<file path="src/rtl/wb_arbiter_pkg.sv">
// Shared widths and write-port source encoding for the writeback arbiter.
package wb_arbiter_pkg;

   localparam int ZCRV_XLEN     = 32;
   localparam int ZCRV_REG_SIZE = 5;

   // Which producer owns the register-file write port in a given cycle.
   typedef enum logic [2:0] {
      WB_SRC_NONE   = 3'd0,
      WB_SRC_ALU    = 3'd1,
      WB_SRC_LSU    = 3'd2,
      WB_SRC_MDUQ   = 3'd3,
      WB_SRC_MDUBYP = 3'd4
   } wb_src_e;

   // True when the selected source produces a register-file write.
   function automatic logic wb_src_writes(input wb_src_e src);
      return (src != WB_SRC_NONE);
   endfunction

endpackage

</file>
<file path="src/rtl/wb_arbiter_chk.sv">
// Protocol checks for the writeback arbiter: short-pipe sources are
// mutually exclusive and the MDU FIFO never over- or underflows.
module wb_arbiter_chk (
   input logic clk,
   input logic rst,
   input logic alu_wb_en,
   input logic lsu_wb_en,
   input logic push,
   input logic pop,
   input logic full,
   input logic empty
);

   a_short_exclusive: assert property (@(posedge clk) disable iff (rst)
      !(alu_wb_en && lsu_wb_en));

   a_no_overflow: assert property (@(posedge clk) disable iff (rst)
      !(push && full && !pop));

   a_no_underflow: assert property (@(posedge clk) disable iff (rst)
      !(pop && empty));

endmodule

</file>
<file path="src/rtl/wb_mdu_fifo.sv">
// Small circular FIFO that parks MDU results which lost the write port.
// Pointers wrap modulo DEPTH, so DEPTH need not be a power of two.
// Per-entry valid/rd are exposed so the top level can run a RAW check.
module wb_mdu_fifo
   import wb_arbiter_pkg::*;
#(
   parameter int XLEN     = ZCRV_XLEN,
   parameter int REG_SIZE = ZCRV_REG_SIZE,
   parameter int DEPTH    = 2,
   localparam int CNT_W   = $clog2(DEPTH + 1),
   localparam int PTR_W   = (DEPTH > 1) ? $clog2(DEPTH) : 1
) (
   input  logic                           clk,
   input  logic                           rst,
   input  logic                           push_i,
   input  logic [REG_SIZE-1:0]            push_rd_i,
   input  logic [XLEN-1:0]                push_data_i,
   input  logic                           pop_i,
   output logic [REG_SIZE-1:0]            head_rd_o,
   output logic [XLEN-1:0]                head_data_o,
   output logic [CNT_W-1:0]               count_o,
   output logic                           empty_o,
   output logic                           full_o,
   output logic [DEPTH-1:0]               entry_valid_o,
   output logic [DEPTH-1:0][REG_SIZE-1:0] entry_rd_o
);

   logic [DEPTH-1:0][REG_SIZE-1:0] rd_mem_q, rd_mem_d;
   logic [DEPTH-1:0][XLEN-1:0]     data_mem_q, data_mem_d;
   logic [DEPTH-1:0]               valid_q, valid_d;
   logic [PTR_W-1:0]               wr_ptr_q, wr_ptr_d;
   logic [PTR_W-1:0]               rd_ptr_q, rd_ptr_d;
   logic [CNT_W-1:0]               count_q, count_d;

   // Advance a pointer with explicit wrap at DEPTH-1.
   function automatic logic [PTR_W-1:0] ptr_inc(input logic [PTR_W-1:0] p);
      if (p == PTR_W'(DEPTH - 1)) begin
         return {PTR_W{1'b0}};
      end else begin
         return p + PTR_W'(1);
      end
   endfunction

   // Next-state for storage, pointers and occupancy; pop is applied before push so a full FIFO can do both.
   always_comb begin
      rd_mem_d   = rd_mem_q;
      data_mem_d = data_mem_q;
      valid_d    = valid_q;
      wr_ptr_d   = wr_ptr_q;
      rd_ptr_d   = rd_ptr_q;
      count_d    = count_q;

      if (pop_i) begin
         valid_d[rd_ptr_q] = 1'b0;
         rd_ptr_d          = ptr_inc(rd_ptr_q);
      end else begin
         rd_ptr_d = rd_ptr_q;
      end

      if (push_i) begin
         rd_mem_d[wr_ptr_q]   = push_rd_i;
         data_mem_d[wr_ptr_q] = push_data_i;
         valid_d[wr_ptr_q]    = 1'b1;
         wr_ptr_d             = ptr_inc(wr_ptr_q);
      end else begin
         wr_ptr_d = wr_ptr_q;
      end

      case ({push_i, pop_i})
         2'b10:   count_d = count_q + CNT_W'(1);
         2'b01:   count_d = count_q - CNT_W'(1);
         default: count_d = count_q;
      endcase
   end

   // FIFO state registers with synchronous reset that discards all queued entries.
   always_ff @(posedge clk) begin
      if (rst) begin
         rd_mem_q   <= {(DEPTH*REG_SIZE){1'b0}};
         data_mem_q <= {(DEPTH*XLEN){1'b0}};
         valid_q    <= {DEPTH{1'b0}};
         wr_ptr_q   <= {PTR_W{1'b0}};
         rd_ptr_q   <= {PTR_W{1'b0}};
         count_q    <= {CNT_W{1'b0}};
      end else begin
         rd_mem_q   <= rd_mem_d;
         data_mem_q <= data_mem_d;
         valid_q    <= valid_d;
         wr_ptr_q   <= wr_ptr_d;
         rd_ptr_q   <= rd_ptr_d;
         count_q    <= count_d;
      end
   end

   assign head_rd_o     = rd_mem_q[rd_ptr_q];
   assign head_data_o   = data_mem_q[rd_ptr_q];
   assign count_o       = count_q;
   assign empty_o       = (count_q == {CNT_W{1'b0}});
   assign full_o        = (count_q == CNT_W'(DEPTH));
   assign entry_valid_o = valid_q;
   assign entry_rd_o    = rd_mem_q;

endmodule

</file>
<file path="src/rtl/wb_arbiter.sv">
// Writeback arbiter: the short pipe (ALU/LSU) always owns the register
// write port; MDU results that collide are parked in wb_mdu_fifo and
// drained on idle cycles, with the MDU back-pressured when it is full.
// Optional RAW query against parked results: define WB_RAW_CHECK_EN.
module wb_arbiter
   import wb_arbiter_pkg::*;
#(
   parameter int XLEN        = ZCRV_XLEN,
   parameter int REG_SIZE    = ZCRV_REG_SIZE,
   parameter int MDU_Q_DEPTH = 2,
   localparam int CNT_W      = $clog2(MDU_Q_DEPTH + 1)
) (
   input  logic                clk,
   input  logic                rst,
   input  logic                error_from_eiu,
   input  logic                alu_wb_en,
   input  logic [REG_SIZE-1:0] alu_rd,
   input  logic [XLEN-1:0]     alu_data,
   input  logic                lsu_wb_en,
   input  logic [REG_SIZE-1:0] lsu_rd,
   input  logic [XLEN-1:0]     lsu_data,
   input  logic                lsu_retire,
   input  logic                mdu_finish,
   input  logic [REG_SIZE-1:0] mdu_rd,
   input  logic [XLEN-1:0]     mdu_data,
   output logic                mdu_ready,
   output logic                rd_en_to_reg,
   output logic [REG_SIZE-1:0] rd_index_to_reg,
   output logic [XLEN-1:0]     rd_data_to_reg,
   output logic                inst_finish_to_csr,
   output logic [CNT_W-1:0]    mdu_q_count,
   input  logic [REG_SIZE-1:0] rs1_q,
   input  logic [REG_SIZE-1:0] rs2_q,
   output logic                raw_hazard
);

   logic                                 short_s;
   logic                                 mdu_ready_s;
   logic                                 push_s;
   logic                                 pop_s;
   wb_src_e                              src_s;
   logic [REG_SIZE-1:0]                  sel_rd_s;
   logic [XLEN-1:0]                      sel_data_s;
   logic                                 writes_s;
   logic                                 hazard_s;

   logic [REG_SIZE-1:0]                  q_head_rd_s;
   logic [XLEN-1:0]                      q_head_data_s;
   logic [CNT_W-1:0]                     q_count_s;
   logic                                 q_empty_s;
   logic                                 q_full_s;
   logic [MDU_Q_DEPTH-1:0]               q_valid_s;
   logic [MDU_Q_DEPTH-1:0][REG_SIZE-1:0] q_rd_s;

   logic                rd_en_q, rd_en_d;
   logic [REG_SIZE-1:0] rd_index_q, rd_index_d;
   logic [XLEN-1:0]     rd_data_q, rd_data_d;
   logic                inst_finish_q, inst_finish_d;

   assign short_s     = (alu_wb_en | lsu_wb_en) & ~error_from_eiu;
   // The MDU only stalls when the short pipe holds the port and there is no room to park.
   assign mdu_ready_s = (q_count_s < CNT_W'(MDU_Q_DEPTH)) | ~short_s;
   assign push_s      = mdu_finish & mdu_ready_s & (src_s != WB_SRC_MDUBYP);

   wb_mdu_fifo #(
      .XLEN     (XLEN),
      .REG_SIZE (REG_SIZE),
      .DEPTH    (MDU_Q_DEPTH)
   ) u_mdu_fifo (
      .clk           (clk),
      .rst           (rst),
      .push_i        (push_s),
      .push_rd_i     (mdu_rd),
      .push_data_i   (mdu_data),
      .pop_i         (pop_s),
      .head_rd_o     (q_head_rd_s),
      .head_data_o   (q_head_data_s),
      .count_o       (q_count_s),
      .empty_o       (q_empty_s),
      .full_o        (q_full_s),
      .entry_valid_o (q_valid_s),
      .entry_rd_o    (q_rd_s)
   );

   wb_arbiter_chk u_chk (
      .clk       (clk),
      .rst       (rst),
      .alu_wb_en (alu_wb_en),
      .lsu_wb_en (lsu_wb_en),
      .push      (push_s),
      .pop       (pop_s),
      .full      (q_full_s),
      .empty     (q_empty_s)
   );

   // Port selection: short pipe, then parked MDU head, then MDU bypass when nothing is parked.
   always_comb begin
      src_s      = WB_SRC_NONE;
      sel_rd_s   = {REG_SIZE{1'b0}};
      sel_data_s = {XLEN{1'b0}};
      pop_s      = 1'b0;
      if (short_s) begin
         if (alu_wb_en) begin
            src_s      = WB_SRC_ALU;
            sel_rd_s   = alu_rd;
            sel_data_s = alu_data;
         end else begin
            src_s      = WB_SRC_LSU;
            sel_rd_s   = lsu_rd;
            sel_data_s = lsu_data;
         end
      end else if (!q_empty_s) begin
         src_s      = WB_SRC_MDUQ;
         sel_rd_s   = q_head_rd_s;
         sel_data_s = q_head_data_s;
         pop_s      = 1'b1;
      end else if (mdu_finish) begin
         src_s      = WB_SRC_MDUBYP;
         sel_rd_s   = mdu_rd;
         sel_data_s = mdu_data;
      end else begin
         src_s = WB_SRC_NONE;
      end
   end

   // Next register-port values; x0 writes are suppressed but still retire.
   always_comb begin
      writes_s = wb_src_writes(src_s);
      if (writes_s) begin
         rd_en_d    = (sel_rd_s != {REG_SIZE{1'b0}});
         rd_index_d = sel_rd_s;
         rd_data_d  = sel_data_s;
      end else begin
         rd_en_d    = 1'b0;
         rd_index_d = {REG_SIZE{1'b0}};
         rd_data_d  = {XLEN{1'b0}};
      end
      inst_finish_d = writes_s | (alu_wb_en & ~error_from_eiu) | lsu_retire;
   end

   // Registered write port and retire pulse.
   always_ff @(posedge clk) begin
      if (rst) begin
         rd_en_q       <= 1'b0;
         rd_index_q    <= {REG_SIZE{1'b0}};
         rd_data_q     <= {XLEN{1'b0}};
         inst_finish_q <= 1'b0;
      end else begin
         rd_en_q       <= rd_en_d;
         rd_index_q    <= rd_index_d;
         rd_data_q     <= rd_data_d;
         inst_finish_q <= inst_finish_d;
      end
   end

`ifdef WB_RAW_CHECK_EN
   // Nonzero destination matching either source query.
   function automatic logic rd_hit(input logic [REG_SIZE-1:0] rd,
                                   input logic [REG_SIZE-1:0] a,
                                   input logic [REG_SIZE-1:0] b);
      return (rd != {REG_SIZE{1'b0}}) && ((rd == a) || (rd == b));
   endfunction

   // RAW query over parked entries plus the result being parked this cycle.
   always_comb begin
      hazard_s = 1'b0;
      for (int i = 0; i < MDU_Q_DEPTH; i++) begin
         if (q_valid_s[i] && rd_hit(q_rd_s[i], rs1_q, rs2_q)) begin
            hazard_s = 1'b1;
         end else begin
            hazard_s = hazard_s;
         end
      end
      if (push_s && rd_hit(mdu_rd, rs1_q, rs2_q)) begin
         hazard_s = 1'b1;
      end else begin
         hazard_s = hazard_s;
      end
   end
`else
   logic unused_hazard_s;
   assign unused_hazard_s = ^{rs1_q, rs2_q, q_valid_s, q_rd_s};
   assign hazard_s        = 1'b0;
`endif

   assign mdu_ready          = mdu_ready_s;
   assign rd_en_to_reg       = rd_en_q;
   assign rd_index_to_reg    = rd_index_q;
   assign rd_data_to_reg     = rd_data_q;
   assign inst_finish_to_csr = inst_finish_q;
   assign mdu_q_count        = q_count_s;
   assign raw_hazard         = hazard_s;

endmodule

</file>
<file path="config.mk">
export PLATFORM = sky130hd
export DESIGN_NAME = wb_arbiter
export DESIGN_NICKNAME = d
export VERILOG_FILES = /design/src/rtl/wb_arbiter_pkg.sv /design/src/rtl/wb_arbiter_chk.sv /design/src/rtl/wb_mdu_fifo.sv /design/src/rtl/wb_arbiter.sv
export SDC_FILE = /design/constraint.sdc
export NUM_CORES = 1
export LEC_CHECK = 0
export BUFFER_PORTS_ARGS = -buffer_cell sky130_fd_sc_hd__clkbuf_2
export CORE_ASPECT_RATIO = 0.6
export CORE_MARGIN = 2
export CORE_UTILIZATION = 45
export DETAILED_ROUTE_END_ITERATION = 16
export PLACE_DENSITY = 0.84
export SLEW_MARGIN = 20
export SYNTH_ARGS = -nofsm -noshare
export SYNTH_HDL_FRONTEND = slang
export SYNTH_SLANG_ARGS = --single-unit
</file>
<file path="constraint.sdc">
create_clock -name clk -period 1.92 [get_ports clk]
set_input_delay 0.192 -clock clk [delete_from_list [all_inputs] [get_ports clk]]
set_output_delay 0.192 -clock clk [all_outputs]
set_load 0.1 [all_outputs]
</file>
After elaboration in Yosys (flattened, before gate mapping)
Index checks and enable logic that the tools add are counted.
Widths: inputs -> output; s select.
Word-level totals
  register bits after elaboration: 117
  input port bits: 128
  logic and storage cells: 66
Cells by class
  add/sub/neg operators: 4
  order comparisons: 4
  eq/ne operators: 3
  multiplexer cells: 27
  bitwise gates (word level): 11
  reduce and logical (&&, ||, !) cells: 6
Operators with widths (count)
  $mux 32: 7
  $bwmux 64: 1
  $mux 5: 7
  $demux 32 s1: 1
  $bwmux 10: 1
  $mux 3: 3
  $demux 5 s1: 1
  $reduce_bool 5->1: 1
  $and 1x1->1: 4
  $lt 1x2->1 const B: 2
  $mux 1: 4
  $or 1x1->1: 4
  $pmux 2 s2: 1
  $ne 3x3->1 const B: 1
  $not 1->1: 3
  $reduce_bool 3->1: 1
  $add 1x1->1 const B: 2
  $add 2x1->2 const B: 1
  $eq 2x1->1 const B: 1
  $eq 2x2->1 const B: 1
  $logic_not 2->1: 1
  $lt 2x2->1 const B: 1
  $mux 2: 1
  $reduce_bool 2->1: 1
  other kinds (4): 4

Depth between registers and ports, before layout
  depth in word-level cells: 8
  depth in mapped cells: 8
  gate-level depth less buffers: 5

Cells and area by module
From an unflattened synthesis, not the netlist that was laid out.
Second synthesis, totals
  cells, all modules: 657
  area, all modules: 5388.9 µm²
Modules (own cells, without submodules)
  wb_mdu_fifo: instances 1, cells each 391, area each 3230.6 µm², seq. area each 1601.5 µm²
  wb_arbiter: instances 1, cells each 266, area each 2158.3 µm², seq. area each 780.7 µm²

Worst setup path after synthesis
OpenSTA, ideal clock, no wires.
  path type: register to register
  from: reg u_mdu_fifo.count_q[1] (netlist: u_mdu_fifo.count_o[1])
  to: reg u_mdu_fifo.data_mem_q[37] in the netlist's numbering
  data arrival time: 2.257 ns
  path slack: -0.469 ns
  cell stages (with the launch flop): 7
  path buffers: 2
  path through: dfxtp_1 > nand2_4 > and4_1 > buf_4 > buf_6 > nand2_1 > a21oi_1
Between the ends
  elaborated cells between the ends (all ways): 8
  those cells by class: order compare (1); eq/ne (1); mux (2); bitwise (3); reduce/logical (1)
RTL lines
  from (decl): RTL line wb_mdu_fifo.sv:33  | logic [CNT_W-1:0] count_q, count_d;
  from (signal assigned): RTL line wb_mdu_fifo.sv:84  | count_q <= {CNT_W{1'b0}};
  from (signal assigned): RTL line wb_mdu_fifo.sv:91  | count_q <= count_d;
  $lt 2x2->1: RTL line wb_arbiter.sv:62  | assign mdu_ready_s = (q_count_s < CNT_W'(MDU_Q_DEPTH)) | ~short_s;
  $or 1x1->1: RTL line wb_arbiter.sv:62
  named net mdu_ready: RTL line wb_arbiter.sv:26  | output logic mdu_ready,
  $and 1x1->1 (2 in series): RTL line wb_arbiter.sv:63  | assign push_s = mdu_finish & mdu_ready_s & (src_s != WB_SRC_MDUBYP);
  to (signal assigned): RTL line wb_mdu_fifo.sv:80  | data_mem_q <= {(DEPTH*XLEN){1'b0}};
  to (signal assigned): RTL line wb_mdu_fifo.sv:87  | data_mem_q <= data_mem_d;
  to (decl): RTL line wb_mdu_fifo.sv:29  | logic [DEPTH-1:0][XLEN-1:0] data_mem_q, data_mem_d;
The timed path passes the listed nets, and every way through them passes these cells.
A chain may end at the register's enable or synchronous reset.

Worst setup path after layout
  from: reg u_mdu_fifo.count_q[1] (netlist: u_mdu_fifo.count_o[1])
  to: reg rd_data_q[22] (netlist: rd_data_to_reg[22])
Between the ends
  cells in the longest elaborated chain, start to end: 6
  elaborated cells between the ends (all ways): 8
  those cells by class: mux (4); bitwise (1); reduce/logical (3)
Ends and longest elaborated chain
  $logic_not 2->1 *: RTL line wb_mdu_fifo.sv:98  | assign empty_o = (count_q == {CNT_W{1'b0}});
  $mux 3: RTL line wb_arbiter.sv:112  | end else if (!q_empty_s) begin
  $mux 3: RTL line wb_arbiter.sv:102  | if (short_s) begin
  $reduce_bool 3->1: RTL line wb_arbiter_pkg.sv:18  | return (src != WB_SRC_NONE);
  $not 1->1 (no source line)
  $reduce_or 2->1 (no source line)
  to (signal assigned): RTL line wb_arbiter.sv:146  | rd_data_q <= {XLEN{1'b0}};
  to (signal assigned): RTL line wb_arbiter.sv:151  | rd_data_q <= rd_data_d;
  to (decl): RTL line wb_arbiter.sv:57  | logic [XLEN-1:0] rd_data_q, rd_data_d;
Every way passes the cells marked *; elsewhere a longest branch is shown, timed or not.

==> results.py <==
metrics = {
    "outcome": {
        "status": "complete, no violations",
    },
    "timing": {
        "fin_skew_ns": 0.00826,
        "worstMarginPinSlew_ns": 0.559,
        "setup_viol": 0,
        "slew_headroom": 0.629,
        "hold_ws_ns": 0.0509,
        "fmax_ghz": 0.611,
        "min_period_ns": 1.64,
        "fin_tns_setup_ns": 0,
        "finalHoldViolations": 0,
        "report.final.slew_viol_count": 0,
        "min_period_over_period": 0.853,
        "rsz0062_at_grt": "false",
    },
    "detailed_routing": {
        "drt_first_pass_iters": 5,
        "vias": 4907,
        "drt_iter0_drc": 319,
        "vias_per_cell": 5.40,
        "ant_nets": 0,
        "routedWlPerCell_um": 15.2,
        "drc": 0,
        "wl_um": 13800,
    },
    "synthesis": {
        "yosys_warnings": 0,
        "synth_edf_count": 0,
        "synth_fp_nets": 743,
        "synth.largest_area_cell": "dfxtp_1",
        "synth_seq_area_share": 0.461,
        "async_flop_share": 0,
        "ys_top_cells_by_area": "dfxtp_1 (46%), nand2_1 (11%), a21oi_1 (11%), mux2i_1 (7.7%), a22oi_1 (4.6%)",
        "synthesis.area_mm2": 0.00508,
        "synth-main-ff-cell": "dfxtp_1",
        "synth.distinct_cells": 38,
        "avgSynthCellArea_um2": 8.25,
        "synth_common_cells": "nand2_1 (151), dfxtp_1 (117), a21oi_1 (110)",
        "ys_ff_latch": 117,
        "synth_most_common_cell": "nand2_1",
        "synthCells": 615,
        "synth_top_area_frac": 0.461,
    },
    "worst_setup_path": {
        "path_max_fanout": 23,
        "worstSetupPathType": "flop to flop",
        "arrival_ns": 1.97,
        "cp-end-kind": "flop",
        "worst_setup_path_start_kind": "flop",
        "crit_required_ns": 2.25,
    },
    "global_routing": {
        "gr-usage-met1": 0.317,
        "gr-usage-met3": 0.0536,
        "met2_usage": 0.366,
        "grt_pass1_vias": 4460,
        "grt_max_degree": 50,
        "grtUsageTotal": 0.230,
        "top_usage_layer": "met2",
        "grt_pass1_wl_um": 22000,
        "antenna_found_initial": 0,
        "grt_remaining_overflow": 0,
    },
    "floorplanning": {
        "die_w_um": 141,
        "dieArea_mm2": 0.0122,
        "num_rows": 29,
        "floorplan.initialDensity": 0.471,
        "core_area_mm2": 0.0108,
        "io_pins": 171,
        "fp.dieH_um": 86.3,
    },
    "clocking": {
        "htree_levels": 4,
        "cts_hold_buf": 0,
        "cts_setup_buffers": 0,
        "cts.sinks": 117,
        "cts_buffer_depth": 2,
        "cts_tree": "yes",
        "cts.repair.resized": 0,
        "insertion_delay_ns": 0.39,
        "clk_pin_slew_worst_paths_ns": 0.05,
        "cts_buffers": 17,
        "clockRootBuffer": "clkbuf_16",
    },
    "pwr": {
        "vdd_drop_max_mv": 0.714,
        "powerDensity_mw_per_mm2": 1020,
        "p_leak_nw": 2.61,
    },
    "run": {
        "drv_cap": 0,
    },
    "place": {
        "hpwl_um": 9200,
        "gp_congestion": 0.857,
        "io_buffers": 159,
    },
    "final_layout": {
        "drive_gt1_frac": 0.284,
        "final_nets": 888,
        "n_fill_cell": 954,
        "areaGrowthSynthToFinish_pct": 28.0,
        "final_core_util": 0.603,
        "largest_reg_flops": 64,
        "diodes": 0,
    },
    "worst_hold_path": {
        "hold_class": "input port to flop",
    },
}
logic make-up after synthesis:
group                     Yosys count  share of synthesized area
other                               1                   0.000739
and+or+nand+nor                   211                      0.170
AOI/OAI and AO/OA                 191                      0.226
buffers and inverters              54                     0.0614
xor gates and xnor gates            2                    0.00345
DFF                               117                      0.461
muxes                              39                     0.0769
area by class of cell:
cell class / instances / area [um2] / area share
Multi-Input combinational cell: 444 / 2430 / 0.374
Sequential cell: 117 / 2350 / 0.361
Timing Repair Buffer: 179 / 998 / 0.154
Clock inverter: 5 / 50.0 / 0.00770
Tap cell: 139 / 174 / 0.0268
Clock buffer: 24 / 492 / 0.0757
Inverter: 1 / 3.75 / 0.000578
critical path, cell delays in order (launching register included):
cell and delay [ns]:
dfxtp_2 0.37, nor2_2 0.27, and3_4 0.36, buf_4 0.33
a21oi_1 0.13, nor2_1 0.10
path summary, 6_finish.rpt:
| check | from | endpoint | slack (ns) | depth (start not counted) |
|---|---|---|---|---|
| max | u_mdu_fifo.count_o[1]$_SDFFE_PP0P_ | rd_data_to_reg[22]$_SDFF_PP0_ | 0.28 | 5 |
| min | mdu_data[27] | u_mdu_fifo.data_mem_q[27]$_SDFFE_PP0P_ | 0.05 | 3 |
| max reg2reg | u_mdu_fifo.count_o[1]$_SDFFE_PP0P_ | rd_data_to_reg[22]$_SDFF_PP0_ | 0.28 | 5 |
| min reg2reg | u_mdu_fifo.data_mem_q[43]$_SDFFE_PP0P_ | u_mdu_fifo.data_mem_q[43]$_SDFFE_PP0P_ | 0.45 | 2 |
power by group:
| part | total [mW] | internal, mW | switching (mW) |
|---|---|---|---|
| sequential | 2.60 | 2.55 | 0.0550 |
| clock | 2.90 | 1.88 | 1.01 |
| combinational | 1.15 | 0.340 | 0.810 |
layout by cell type (no fill, tap or decap), types with 3 or more instances in the layout:
master,instances
clkbuf_1,3
nor2_1,43
clkbuf_2,158
mux2i_1,39
clkbuf_8,4
o22ai_1,33
a32o_1,4
dfxtp_1,114
clkbuf_16,17
a22oi_1,31
a21oi_1,110
nand2_1,151
buf_4,17
clkinv_2,4
buf_12,4
dfxtp_2,3
layer usage:
metal / vias to the layer above / share of wire / routed length (um)
met2: 184 / 0.45 / 6260
met5: - / 0 / 0
met1: 2282 / 0.47 / 6510
met4: 0 / 0.0058 / 80
li1: 2432 / - / -
met3: 9 / 0.069 / 955
per-stage QoR:
stage          std cells  instance area (um2)  power (mW)  setup slack, ns
6_report             909                 6500        6.65            0.282
3_3_place_gp         880                 5950        3.78            0.300
4_1_cts              909                 6500        6.69            0.308
2_1_floorplan        615                 5080        3.48           0.0145
5_1_grt              909                 6500        6.89            0.178
3_5_place_dp         880                 5950        3.79            0.298
Power figures use the tool's default switching activity.
